[config.mk]
export PLATFORM = sky130hd
export DESIGN_NAME = npc_mc_seq
export DESIGN_NICKNAME = d
export VERILOG_FILES = /design/src/rtl/npc_mc_seq_pkg.sv /design/src/rtl/npc_mc_seq_rst_sync.sv /design/src/rtl/npc_mc_seq.sv
export SDC_FILE = /design/constraint.sdc
export NUM_CORES = 1
export LEC_CHECK = 0
export CORE_MARGIN = 3
export CORE_UTILIZATION = 45
export DETAILED_ROUTE_END_ITERATION = 8
export HOLD_SLACK_MARGIN = 0.15
export PLACE_DENSITY_LB_ADDON = 0.15
export SYNTH_ARGS = -nofsm -noshare
export SYNTH_HDL_FRONTEND = slang
export SYNTH_SLANG_ARGS = --single-unit
[constraint.sdc]
create_clock -name sys_clk -period 4.5 [get_ports sys_clk]
set_input_delay 1.35 -clock sys_clk [delete_from_list [all_inputs] [get_ports sys_clk]]
set_output_delay 1.35 -clock sys_clk [all_outputs]
set_load 0.02 [all_outputs]
[src/rtl/npc_mc_seq_pkg.sv]
// Shared definitions for the npc multi-cycle sequencer: state encoding, instruction size, reset PC.
package npc_mc_seq_pkg;

   localparam int unsigned XLEN_DEFAULT     = 32;
   localparam int unsigned INST_BYTES       = 4;
   localparam logic [31:0] DEFAULT_RESET_PC = 32'h8000_0000;

   typedef enum logic [2:0] {
      ST_FETCH = 3'd0,
      ST_WAIT  = 3'd1,
      ST_EXEC  = 3'd2,
      ST_WB    = 3'd3,
      ST_HALT  = 3'd4
   } state_e;

   // EXU control results captured on exec_done
   typedef struct packed {
      logic jump;
      logic ebreak;
   } exu_flags_t;

endpackage

[src/rtl/npc_mc_seq_rst_sync.sv]
// Reset synchroniser: asserts asynchronously, deasserts STAGES clock edges after arst_n rises.
module npc_mc_seq_rst_sync #(
   parameter int unsigned STAGES = 2
) (
   input  logic clk,
   input  logic arst_n,
   output logic rst_n
);

   logic [STAGES-1:0] sync_q;

   always_ff @(posedge clk or negedge arst_n) begin
      if (!arst_n) begin
         sync_q <= '0;
      end else begin
         sync_q <= {sync_q[STAGES-2:0], 1'b1};
      end
   end

   assign rst_n = sync_q[STAGES-1];

endmodule

[src/rtl/npc_mc_seq.sv]
// Multi-cycle npc sequencer: FETCH->WAIT->EXEC->WB over a valid/ready imem handshake, halts on ebreak.
// Optional performance counters are built when NPC_PERF_CNT_EN is defined.
module npc_mc_seq
   import npc_mc_seq_pkg::*;
#(
   parameter int unsigned          DATA_LEN        = XLEN_DEFAULT,
   parameter logic [DATA_LEN-1:0]  RESET_PC        = DATA_LEN'(DEFAULT_RESET_PC),
   parameter int unsigned          RST_SYNC_STAGES = 2
) (
   input  logic                sys_clk,
   input  logic                sys_rst_n,
   output logic                imem_req_valid,
   input  logic                imem_req_ready,
   output logic [DATA_LEN-1:0] imem_addr,
   input  logic                imem_rsp_valid,
   input  logic [DATA_LEN-1:0] imem_rsp_data,
   output logic [DATA_LEN-1:0] pc_out,
   output logic [DATA_LEN-1:0] inst_out,
   output logic                exec_start,
   input  logic                exec_done,
   input  logic                jump_flag,
   input  logic [DATA_LEN-1:0] jump_pc,
   input  logic                ebreak,
   output logic                wb_en,
   output logic                halted
`ifdef NPC_PERF_CNT_EN
   ,
   output logic [63:0]         cycle_cnt,
   output logic [63:0]         instret_cnt
`endif
);

   logic                rst_n;
   state_e              state;
   state_e              state_d;
   logic [DATA_LEN-1:0] pc_d;
   logic [DATA_LEN-1:0] inst_d;
   logic [DATA_LEN-1:0] jump_pc_q;
   logic [DATA_LEN-1:0] jump_pc_d;
   exu_flags_t          flags_q;
   exu_flags_t          flags_d;
   logic                exec_start_d;
   logic                wb_en_d;
   logic                halted_d;

   npc_mc_seq_rst_sync #(
      .STAGES (RST_SYNC_STAGES)
   ) u_rst_sync (
      .clk    (sys_clk),
      .arst_n (sys_rst_n),
      .rst_n  (rst_n)
   );

   // Request is a pure decode of state and PC so the address is stable for the whole FETCH
   assign imem_req_valid = rst_n && (state == ST_FETCH);
   assign imem_addr      = pc_out;

   always_ff @(posedge sys_clk or negedge rst_n) begin
      if (!rst_n) begin
         state <= ST_FETCH;
      end else begin
         state <= state_d;
      end
   end

   always_comb begin
      state_d      = state;
      pc_d         = pc_out;
      inst_d       = inst_out;
      jump_pc_d    = jump_pc_q;
      flags_d      = flags_q;
      exec_start_d = 1'b0;
      wb_en_d      = 1'b0;
      halted_d     = halted;
      case (state)
         ST_FETCH: begin
            if (imem_req_ready) begin
               state_d = ST_WAIT;
            end
         end
         ST_WAIT: begin
            if (imem_rsp_valid) begin
               inst_d       = imem_rsp_data;
               exec_start_d = 1'b1;
               state_d      = ST_EXEC;
            end
         end
         ST_EXEC: begin
            if (exec_done) begin
               flags_d.jump   = jump_flag;
               flags_d.ebreak = ebreak;
               jump_pc_d      = jump_pc;
               wb_en_d        = !ebreak;
               state_d        = ST_WB;
            end
         end
         ST_WB: begin
            // ebreak takes priority over a jump and leaves the PC on the ebreak itself
            if (flags_q.ebreak) begin
               halted_d = 1'b1;
               state_d  = ST_HALT;
            end else begin
               pc_d    = flags_q.jump ? (jump_pc_q & ~DATA_LEN'(1))
                                      : pc_out + DATA_LEN'(INST_BYTES);
               state_d = ST_FETCH;
            end
         end
         ST_HALT: begin
            state_d = ST_HALT;
         end
         default: begin
            state_d = ST_FETCH;
         end
      endcase
   end

   always_ff @(posedge sys_clk or negedge rst_n) begin
      if (!rst_n) begin
         pc_out     <= RESET_PC;
         inst_out   <= '0;
         jump_pc_q  <= '0;
         flags_q    <= '0;
         exec_start <= 1'b0;
         wb_en      <= 1'b0;
         halted     <= 1'b0;
      end else begin
         pc_out     <= pc_d;
         inst_out   <= inst_d;
         jump_pc_q  <= jump_pc_d;
         flags_q    <= flags_d;
         exec_start <= exec_start_d;
         wb_en      <= wb_en_d;
         halted     <= halted_d;
      end
   end

`ifdef NPC_PERF_CNT_EN
   always_ff @(posedge sys_clk or negedge rst_n) begin
      if (!rst_n) begin
         cycle_cnt   <= '0;
         instret_cnt <= '0;
      end else begin
         if (!halted) begin
            cycle_cnt <= cycle_cnt + 64'd1;
         end
         if (wb_en) begin
            instret_cnt <= instret_cnt + 64'd1;
         end
      end
   end
`endif

endmodule

; Word-level counts from Yosys, hierarchy flattened
; Cells that the tools add are included.
[op_classes]
add_sub_neg = 1
n_eq_ne = 7
muxes = 10
n_bitwise = 1
n_reduce_logical = 8
[op_table]
columns = operator, n
row1 = 32-bit by 3-bit adder with 32-bit output (second input constant), 1
row2 = 32-bit two-way mux, 1
row3 = 3-bit case mux with 5 select lines, 1
row4 = 3-bit two-way mux, 4
row5 = 2-bit AND reduction, 4
row6 = 3-bit by 2-bit == test with 1-bit output (second input constant), 2
row7 = 2-bit inequality test (second input constant), 3
row8 = 1-bit two-way mux, 4
row9 = 3-bit by 1-bit == test with 1-bit output (second input constant), 1
row10 = 3-bit == test (second input constant), 1
row11 = 3-bit logical NOT, 1
row12 = 3-bit AND reduction, 1
row13 = 1-bit logical AND, 1
row14 = 1-bit logical NOT, 1
row15 = 1-bit NOT, 1
[totals]
ff_bits = 106
input_bits = 71
output_inout_bits = 100
word_cells = 37

; Logic depth before layout (Yosys ltp)
[logic_depth]
ltp_word = 3
depth_mapped = 7
depth_no_buf = 6

; Cells and area by module
; A second synthesis with hierarchy kept.
[unflattened]
cells_unflattened = 442
hier_area_um2 = 4989.8
[modules_own_cells]
columns = module, instances, cells_per_inst, area_per_inst_um2
row1 = npc_mc_seq, 1, 439, 4936.0
row2 = npc_mc_seq_rst_sync, 1, 3, 53.8

; Worst setup path before layout
; Ideal clock, no wire load.
[synth_timing]
kind = register -> output
start = reg u_rst_sync.sync_q[1]
end = out imem_req_valid
t_arrival_ns = 3.375
t_required_ns = 3.150
path_slack_ns = -0.225
stages_incl_launch_ff = 2
path_buffers = 0
path_cell_list = dfrtp_1 > nor4b_1
[synth_via]
elab_chain_len = 1
[synth_rtl]
columns = element, line
row1 = start: declaration, npc_mc_seq_rst_sync.sv:10  ; logic [STAGES-1:0] sync_q;
row2 = start signal: assignment, npc_mc_seq_rst_sync.sv:16  ; sync_q <= {sync_q[STAGES-2:0], 1'b1};
row3 = 1-bit logical AND, npc_mc_seq.sv:55  ; assign imem_req_valid = rst_n && (state == ST_FETCH);
row4 = end: declaration, npc_mc_seq.sv:12  ; output logic imem_req_valid,
; No other way between the ends.

; Worst setup path after layout
; Ends and elaborated chain as after synthesis.

==> reports/metrics.cfg <==
[sta]
maxSlewViolCount = 0
worst_pin_slew_ns = 1.01
fin_crit_sh = 0.735
setup_viol = 0
slew_headroom = 0.323
setup_tns_ns = 0
rsz0062_at_grt = false
fmax_mhz = 302
fin_skew_ns = 0.0183
hold_viol_final = 0
fin_crit_ns = 3.31

[route]
routed_wl_um = 12000
dr_total_vias = 3922
firstDrtPassIters = 4
wire_per_inst_um = 16.7
ant_nets = 0
drt-initial-drc-count = 174
drcViolationCount = 0
via_per_inst = 5.48

[min_path]
hold_path_class = flip-flop to asynchronous set/reset pin

[logic_synthesis]
syn_area_per_cell_um2 = 11.0
synth_edf_count = 0
synth_fa_ha_area_frac = 0.00253
synth_top_family_by_area = multiplexers
synth-xor-area-share = 0
syn-instance-count = 449
ys_ff_latch = 104
synth_common_cells = dfrtp_1, mux2_2, buf_4, nand2_1, a21oi_1
synth_area_um2 = 4950
ys_seq_area_frac = 0.526
synth_top_area_cell = dfrtp_1
synthMuxAreaShare = 0.154
synth_area_leaders = dfrtp_1, mux2_2, buf_4
synth-compound-area-share = 0.114
yosys.area_share.simple = 0.122
yosysMostFrequentCell = dfrtp_1
synthArstFlopShare = 1.00
synth_flop_cell = dfrtp_1
yosysTopAreaCellShare = 0.521
synth_cell_types = 54
ys_warn_count = 0

[power]
combPwrFrac = 0.504
p_int_mw = 2.91
switchingPower_mw = 1.91
p_leak_nw = 2.69
vdd_drop_max_mv = 0.401
p_sw_frac = 0.397
power_density_nw_per_um2 = 720
seq_power_share = 0.372
clkPwrFrac = 0.123

[placement]
numPortBuffers = 167
hpwl_um = 8550
gp_congestion = 0.858
dp.cells = 700

[final_layout]
multi_input_area_um2 = 1980
fill_cells = 863
fin_nets = 647
regArea_um2 = 2610
finish.utilization = 0.638
syn_to_final_growth_pct = 35.5
layout.cells.non_filler = 716
drive_above_1_share = 0.164
diodes = 0

[die]
core-area_um2 = 10500
start_util = 0.471
die_w_um = 111
rows = 37
dieArea_um2 = 12300
io_pins = 171
die_h_um = 111

[status]
status = finished, final reports clean

[clocking]
ctsLongestPathBuffers = 2
clk_latency_ns = 0.37
ctsResizeCount = 0
cts_tree = done
cts_inserted_buffers = 9
cts_root_buf = clkbuf_8
clock_sinks = 104
postCtsSetupRepairBufs = 0
postCtsHoldBufs = 0
cts_max_level = 3
clkTransAtPathRegs_ns = 0.10

[global_route]
grt_max_degree = 81
grt_use_total = 0.198
grt_pass1_vias = 3943
grt-ovfl-total = 0
grt_pass1_wl_um = 20100
antenna_found_initial = 0

[critical_path]
slowest_stage = clkdlybuf4s50_1
critPathKind = flip-flop to primary output
r2r_cells = 6
endpoint_kind = primary output
arrival_ns = 1.96
critPathMaxFanout = 24
rr_startpoint = imem_addr[2]
crit_path_start_kind = flip-flop
r2r_end = imem_addr[28]
worstPathRequired_ns = 3.15
rrSetupSlack_ns = 2.05
crit_chain = nor4b_1 > clkdlybuf4s50_1
cp_slowest_stage_delay_ns = 0.67

[job]
drv_cap = 0

through the flow:
stage	setup slack, ns	total power [mW]	hold slack (ns)	area [um^2]
after floorplan	0.801	3.31	0.331	4960
after global placement	1.50	4.21	0.227	6510
after detailed placement	1.45	4.28	0.230	6510
after CTS	1.11	4.89	0.246	6710
after global routing	1.03	5.15	0.266	6710
final	1.19	4.83	0.233	6710
flip-flops by register name, summed over array words and instances (netlist names):
name and flops:
flags_q 2, halted 1, state 3, inst_out 32
exec_start 1, jump_pc_q 31, u_rst_sync.sync_q 2, wb_en 1
imem_addr 31
kinds of logic (layout without fill, tap and decap cells):
logic type / after synthesis / after routing
AO/OA/AOI/OAI: 88 / 88
adder cells (fa/ha/maj): 1 / 1
buffers and inverters: 69 / 199
flip-flops: 104 / 104
multiplexers: 68 / 68
other: 2 / 3
AND/OR/NAND/NOR: 117 / 117
routing by layer:
| layer | global-route usage | up-vias | wire length [um] |
|---|---|---|---|
| li1 | - | 1838 | - |
| met1 | 0.253 | 1919 | 4960 |
| met2 | 0.322 | 148 | 5840 |
| met3 | 0.0682 | 17 | 1020 |
| met4 | 0.0558 | 0 | 170 |
| met5 | 0 | - | 0 |
cell type report:
class / instances / area share
Multi-Input combinational cell: 277 / 0.295
Clock inverter: 4 / 0.00784
Timing Repair Buffer: 172 / 0.255
Sequential cell: 104 / 0.389
Clock buffer: 12 / 0.0216
Tap cell: 136 / 0.0254
Inverter: 11 / 0.00616
worst max-delay path by stage:
| stage | from | end | slack (ns) | cells past startpoint |
|---|---|---|---|---|
| floorplan | u_rst_sync.sync_q[1] | imem_req_valid | 0.80 | 1 |
| global placement | exec_done | jump_pc_q[14] | 1.50 | 5 |
| detailed placement | exec_done | flags_q[0] | 1.45 | 5 |
| CTS | u_rst_sync.sync_q[1] | imem_req_valid | 1.11 | 2 |
| global route | u_rst_sync.sync_q[1] | imem_req_valid | 1.03 | 2 |
| finish | u_rst_sync.sync_q[1] | imem_req_valid | 1.19 | 2 |
power by group through the flow:
stage,clock network [mW],registers (mW),logic (mW)
6_report,0.594,1.80,2.44
5_1_grt,0.655,1.88,2.62
4_1_cts,0.619,1.80,2.47
3_5_place_dp,0,1.82,2.46
3_3_place_gp,0,1.79,2.42
2_1_floorplan,0,2.05,1.26
critical path: cells and delay by family (launching register included):
kind	cells	cell delay, ns
buffers and inverters	1	0.67
flip-flops	1	0.64
AND/OR/NAND/NOR	1	0.28
layout by cell type (no fill, tap or decap), types with 4 or more instances in the layout:
| master | instances |
|---|---|
| nand2_1 | 28 |
| nor2_1 | 22 |
| buf_4 | 5 |
| mux2_2 | 65 |
| a31oi_1 | 4 |
| clkdlybuf4s50_1 | 167 |
| and3_1 | 7 |
| clkbuf_8 | 10 |
| dfrtp_1 | 102 |
| inv_1 | 11 |
| a22oi_1 | 4 |
| o22ai_1 | 6 |
| nand4_1 | 8 |
| o21ai_0 | 23 |
| nor3_1 | 12 |
| a21oi_1 | 24 |
| nand3_1 | 15 |
No activity file was read; power rests on OpenSTA's default activity.
